File: src/rtl/sseg_decoder.sv
`default_nettype none
// ============================================================================
// Module   : sseg_decoder
// Purpose  : Readback monitor for a multiplexed 7-segment display bus.
//            Samples the active-low anode enables and segment lines, waits
//            for each {anode, segment} pattern to stay stable for
//            STABLE_CYCLES consecutive samples, then decodes the segment
//            pattern into a 3-bit point code and stores it for the selected
//            digit. Patterns outside the display alphabet, and bus
//            contention (more than one anode active), raise an error pulse.
// Ports    : clk      - system clock
//            rst_n    - asynchronous active-low reset
//            i_an     - [3:0] anode enables, active low, bit i = digit i
//            i_sseg   - [6:0] segment lines gfedcba, active low
//            o_point  - [11:0] decoded codes, digit i in [3i+2:3i]
//            o_valid  - [3:0] digit i captured at least once
//            o_upd    - pulse when a digit gets a new value / first valid
//            o_err    - pulse on an illegal capture
// Config   : SSEG_DECODER_SYNC_EN - when defined, a two-flop synchronizer
//            sits in front of the sample register (adds 2 cycles latency).
// Revision : 1.0 - initial release
// ============================================================================
module sseg_decoder #(
    parameter int STABLE_CYCLES = 4
) (
    input  logic        clk,
    input  logic        rst_n,
    input  logic [3:0]  i_an,
    input  logic [6:0]  i_sseg,
    output logic [11:0] o_point,
    output logic [3:0]  o_valid,
    output logic        o_upd,
    output logic        o_err
);

    // Idle bus: all anodes off, all segments off.
    localparam logic [10:0] c_IDLE   = {4'hF, 7'h7F};
    localparam logic [7:0]  c_STABLE = 8'(STABLE_CYCLES);

    localparam logic [0:0]  c_SETTLE = 1'b0;
    localparam logic [0:0]  c_HOLD   = 1'b1;

    localparam logic [2:0]  c_CODE_UNKNOWN = 3'b110;

    // ------------------------------------------------------------------
    // Input path
    // ------------------------------------------------------------------
    logic [10:0] w_in;

`ifdef SSEG_DECODER_SYNC_EN
    logic [10:0] r_sync1;
    logic [10:0] r_sync2;

    always_ff @(posedge clk or negedge rst_n) begin
        if (!rst_n) begin
            r_sync1 <= c_IDLE;
            r_sync2 <= c_IDLE;
        end else begin
            r_sync1 <= {i_an, i_sseg};
            r_sync2 <= r_sync1;
        end
    end

    assign w_in = r_sync2;
`else
    assign w_in = {i_an, i_sseg};
`endif

    // ------------------------------------------------------------------
    // Sample register, stability counter and settle/hold FSM
    // ------------------------------------------------------------------
    logic [10:0] r_smp;
    logic [7:0]  r_cnt;
    logic [0:0]  r_state;

    logic        w_same;
    logic        w_capture;

    assign w_same = (w_in == r_smp);

    // Capture fires on the edge where the counter would reach the threshold.
    // A change arriving on that same edge clears w_same and wins.
    assign w_capture = w_same && (r_state == c_SETTLE) &&
                       (r_cnt == (c_STABLE - 8'd1));

    always_ff @(posedge clk or negedge rst_n) begin
        if (!rst_n) begin
            r_smp   <= c_IDLE;
            r_cnt   <= 8'd0;
            r_state <= c_SETTLE;
        end else begin
            r_smp <= w_in;
            if (!w_same) begin
                r_cnt   <= 8'd0;
                r_state <= c_SETTLE;
            end else begin
                if (r_cnt != c_STABLE) begin
                    r_cnt <= r_cnt + 8'd1;
                end
                if (w_capture) begin
                    r_state <= c_HOLD;
                end
            end
        end
    end

    // ------------------------------------------------------------------
    // Decode of the held sample
    // ------------------------------------------------------------------
    function automatic logic [2:0] f_decode(input logic [6:0] seg);
        logic [2:0] code;
        case (seg)
            7'b1000000: code = 3'b000;
            7'b1111001: code = 3'b001;
            7'b0100100: code = 3'b010;
            7'b0110000: code = 3'b011;
            7'b0001100: code = 3'b100;  // P
            7'b0111111: code = 3'b101;  // minus
            7'b0110110: code = 3'b111;  // blank / X
            default:    code = c_CODE_UNKNOWN;
        endcase
        return code;
    endfunction

    logic [2:0]  w_code;
    logic        w_unknown;
    logic [3:0]  w_an_low;
    logic        w_multi;
    logic        w_one;
    logic        w_wr;
    logic        w_changed;

    logic [11:0] r_point;
    logic [3:0]  r_valid;
    logic        r_upd;
    logic        r_err;

    assign w_code    = f_decode(r_smp[6:0]);
    assign w_unknown = (w_code == c_CODE_UNKNOWN);
    assign w_an_low  = ~r_smp[10:7];
    // Clearing the lowest set bit leaves something only if two or more are set.
    assign w_multi   = ((w_an_low & (w_an_low - 4'd1)) != 4'd0);
    assign w_one     = (w_an_low != 4'd0) && !w_multi;
    assign w_wr      = w_capture && w_one;

    always_comb begin
        w_changed = 1'b0;
        for (int i = 0; i < 4; i++) begin
            if (w_an_low[i] && ((r_point[3*i +: 3] != w_code) || !r_valid[i])) begin
                w_changed = 1'b1;
            end
        end
    end

    always_ff @(posedge clk or negedge rst_n) begin
        if (!rst_n) begin
            r_point <= 12'h000;
            r_valid <= 4'h0;
            r_upd   <= 1'b0;
            r_err   <= 1'b0;
        end else begin
            for (int i = 0; i < 4; i++) begin
                if (w_wr && w_an_low[i]) begin
                    r_point[3*i +: 3] <= w_code;
                    r_valid[i]        <= 1'b1;
                end
            end
            r_upd <= w_wr && w_changed;
            r_err <= w_capture && ((w_one && w_unknown) || w_multi);
        end
    end

    assign o_point = r_point;
    assign o_valid = r_valid;
    assign o_upd   = r_upd;
    assign o_err   = r_err;

endmodule
`default_nettype wire

File: config.mk
export PLATFORM = sky130hd
export DESIGN_NAME = sseg_decoder
export DESIGN_NICKNAME = d
export VERILOG_FILES = /design/src/rtl/sseg_decoder.sv
export SDC_FILE = /design/constraint.sdc
export NUM_CORES = 1
export LEC_CHECK = 0
export ABC_AREA = 1
export CORE_MARGIN = 2
export CORE_UTILIZATION = 39
export CTS_BUF_LIST = sky130_fd_sc_hd__clkbuf_4 sky130_fd_sc_hd__clkbuf_8
export DETAILED_ROUTE_END_ITERATION = 7
export SYNTH_ARGS = -nofsm -noshare
export SYNTH_HDL_FRONTEND = slang
export SYNTH_SLANG_ARGS = --single-unit
File: constraint.sdc
create_clock -name clk -period 4.4 [get_ports clk]
set_input_delay 0.66 -clock clk [delete_from_list [all_inputs] [get_ports clk]]
set_output_delay 0.66 -clock clk [all_outputs]
set_load 0.005 [all_outputs]
==> flow_summary_export.csv <==
group,metric,value,unit
status,status,"finished, final reports clean",
synthesis,synthTopCellsByArea,"dfrtp_1, nand2_1, dfstp_2",
sta,setup_violations,0,
place,gp_congestion,0.816,
die,die_w,77.2,microns
clock_network,postCtsSetupBuffers,0,
sta,slew_headroom,0.447,
place,port_buffers,30,
detailed_routing,finalWirelength,4500,microns
sta,fin_crit_sh,0.535,
clock_network,clockRootBuffer,"clkbuf_8",
power_and_ir_drop,p_leak,1.21,nW
cells_and_area,area.growth.synth_to_final,22.3,%
synthesis,ys_ff_latch,38,
cells_and_area,layout.nets,335,
detailed_routing,detail-route-antenna-nets,0,
cells_and_area,register_area,965,sq um
setup_path,cp-start-kind,"input pin",
die,io_pins,31,
synthesis,syn-num-nets,299,
synthesis,syn_inst,284,
synthesis,synth_compound_area_frac,0.0766,
min_path,hold_path.class,"in2async",
cells_and_area,diodes,0,
die,die_h,77.2,microns
sta,setup_ws,2.04,ns
detailed_routing,highest_layer,"met4",
synthesis,synthAdderAreaFrac,0.0120,
clock_network,cts-hold-fix-buffers,0,
setup_path,slowest_stage,"clkdlybuf4s50_1",
cells_and_area,fill_cells,538,
sta,tns,0,ns
sta,fin_hold_ws,0.468,ns
die,core,5140,sq um
global_routing,grt_usage,0.161,
detailed_routing,post-route-drc-count,0,
synthesis,ys_warn_count,0,
synthesis,synth_xor_area_frac,0.0377,
synthesis,ys_seq_area_frac,0.461,
synthesis,synth_top_family_by_area,"simple AND/OR/NAND/NOR gates",
cells_and_area,fin_area,2560,sq um
clock_network,htree_levels,2,
power_and_ir_drop,worst_ir_drop_vdd,0.225,mV
detailed_routing,vias,1780,
setup_path,crit_chain,"clkdlybuf4s50_1 > xor2_1 > nor2_1 > nand2_1 > nor3_1 > nand2_2 > nor4_4 > nand2_1 > nand2_1 > o21ai_0",
detailed_routing,post_drt_wl_per_cell,11.5,microns
place,placed_area,2460,sq um
global_routing,grt_pass1_wl,7650,microns
synthesis,syn_avg_cell_area,7.37,sq um
detailed_routing,drt-vias-per-instance,4.55,
synthesis,synth-edff-count,0,
detailed_routing,wl_met3,169,microns
die,start_util,0.407,
setup_path,critPathKind,"in2reg",
setup_path,crit_required,4.56,ns
clock_network,path_clk_slew,0.07,ns
sta,fin_worst_skew,0.00639,ns
detailed_routing,drt-initial-drc-count,72,
clock_network,clkSinkCount,38,
sta,finalCriticalPeriod,2.36,ns
synthesis,synth_area,2090,sq um
detailed_routing,wl_met2,2070,microns
clock_network,clockBufferDepth,2,
clock_network,clock_latency,0.29,ns
detailed_routing,wl_met1,2200,microns
detailed_routing,drt_pass1_iterations,4,
sta,fmax,425,MHz
setup_path,cp_data_arrival_time,2.52,ns
global_routing,grt_pass1_vias,1638,
sta,rsz0062_at_grt,"false",
synthesis,synth_ff_type,"dfrtp_1",
power_and_ir_drop,finalPower,0.669,mW
synthesis,synth_top_area_share,0.323,
sta,drv_slew,0,
clock_network,cts_tree,"done",
place,dp_hpwl,3420,microns
cells_and_area,drive_gt1_frac,0.0810,
sta,tightestPinTransition,0.830,ns
cells_and_area,multi_input_area,936,sq um
die,row_count,26,
synthesis,synthArstFlopShare,1.00,
clock_network,post_cts_resized,0,
power_and_ir_drop,powerDensity,262,nW/um^2
setup_path,cpPeakStageDelay,0.44,ns
setup_path,cp_max_fo,9,
setup_path,crit_top_cell,"nand2_1",
global_routing,antenna_found_initial,0,
synthesis,synth_cell_types,23,
synthesis,yosysTopAreaCell,"dfrtp_1",
place,place_ws,1.71,ns
synthesis,yosys.area_share.simple,0.321,
sta,finalHoldViolCount,0,
setup_path,crit_path_end_kind,"flip-flop",
clock_network,numCtsBuffers,5,
die,dieArea,5970,sq um
global_routing,grt_max_degree,39,
synthesis,synth_mux_area_frac,0,
global_routing,overflow,0,
flow_run,maxCapViolations,0,
[stage by stage]
step                 util  std cells
floorplan               -        284
global placement    0.479        383
detailed placement  0.479        383
CTS                 0.498        391
global route        0.498        391
finish              0.498        391
[power by group]
group / switching (mW) / internal (mW) / leakage (nW)
Clock: 0.116 / 0.132 / 0.0517
Combinational: 0.0327 / 0.0219 / 0.682
Sequential: 0.00704 / 0.359 / 0.472
Total: 0.156 / 0.513 / 1.21
[per-layer routing]
layer / track usage / vias up
li1: - / 947
met1: 0.215 / 801
met2: 0.257 / 27
met3: 0.0365 / 5
met4: 0.0554 / 0
met5: 0 / -
[synth_stat cells, types with 2 or more instances]
master	number
xor2_1	8
inv_1	48
nor3_1	5
nand3b_1	3
nor2_1	33
dfstp_2	11
nand3_1	19
a21oi_1	13
nand2_1	86
nand4_1	3
dfrtp_1	27
o21ai_0	16
ha_1	2
[placed cells by master, fill, tap and decap left out, drive strengths merged]
master / count
a211oi: 1
xor2: 8
o21a: 1
nor2: 34
buf: 1
clkinv: 1
clkdlybuf4s50: 29
o21ai: 16
xnor2: 1
or2: 1
nand3: 19
inv: 48
nor4: 2
dfrtp: 27
nand4: 3
nand2: 88
a21oi: 13
nand3b: 3
dfstp: 11
ha: 2
clkbuf: 7
nor3: 5
[worst max-delay path, delay by kind of cell]
family / cells / cell delay, ns
xor gates and xnor gates: 1 / 0.17
AOI/OAI and AO/OA: 1 / 0.08
and+or+nand+nor: 7 / 1.18
buffers and inverters: 1 / 0.44
[worst paths after layout]
check,endpoint,start,depth (start not counted),slack [ns]
setup / recovery,o_point[2],i_an[2],10,2.04
hold / removal,o_valid[2],rst_n,1,0.47
setup reg to reg,o_upd,r_smp[5],13,2.12
hold reg to reg,o_valid[0],o_valid[0],2,0.50
max in group asynchronous,r_state,rst_n,1,3.41
min in group clk,o_valid[0],o_valid[0],2,0.50
[sequential cells by signal, summed over array words and instances (netlist names)]
register and cells:
o_err 1, o_point 12, o_upd 1, o_valid 4
r_cnt 8, r_smp 11, r_state 1
[logic make-up (layout without fill, tap and decap cells)]
group	count (synthesis)	count (layout)
and+or+nand+nor	155	155
DFF	38	38
AOI/OAI and AO/OA	31	31
adders and majority gates	2	2
xor gates and xnor gates	9	9
buffers and inverters	49	86
[final cells by class]
class | instances | share of cell area
well taps | 70 | 0.0342
clock inverters | 1 | 0.00196
flip-flops and latches | 38 | 0.377
multi-input cells | 197 | 0.366
clock buffers | 7 | 0.0352
inverters | 48 | 0.0704
repair buffers | 30 | 0.115
(Power assumes the default switching activity.)
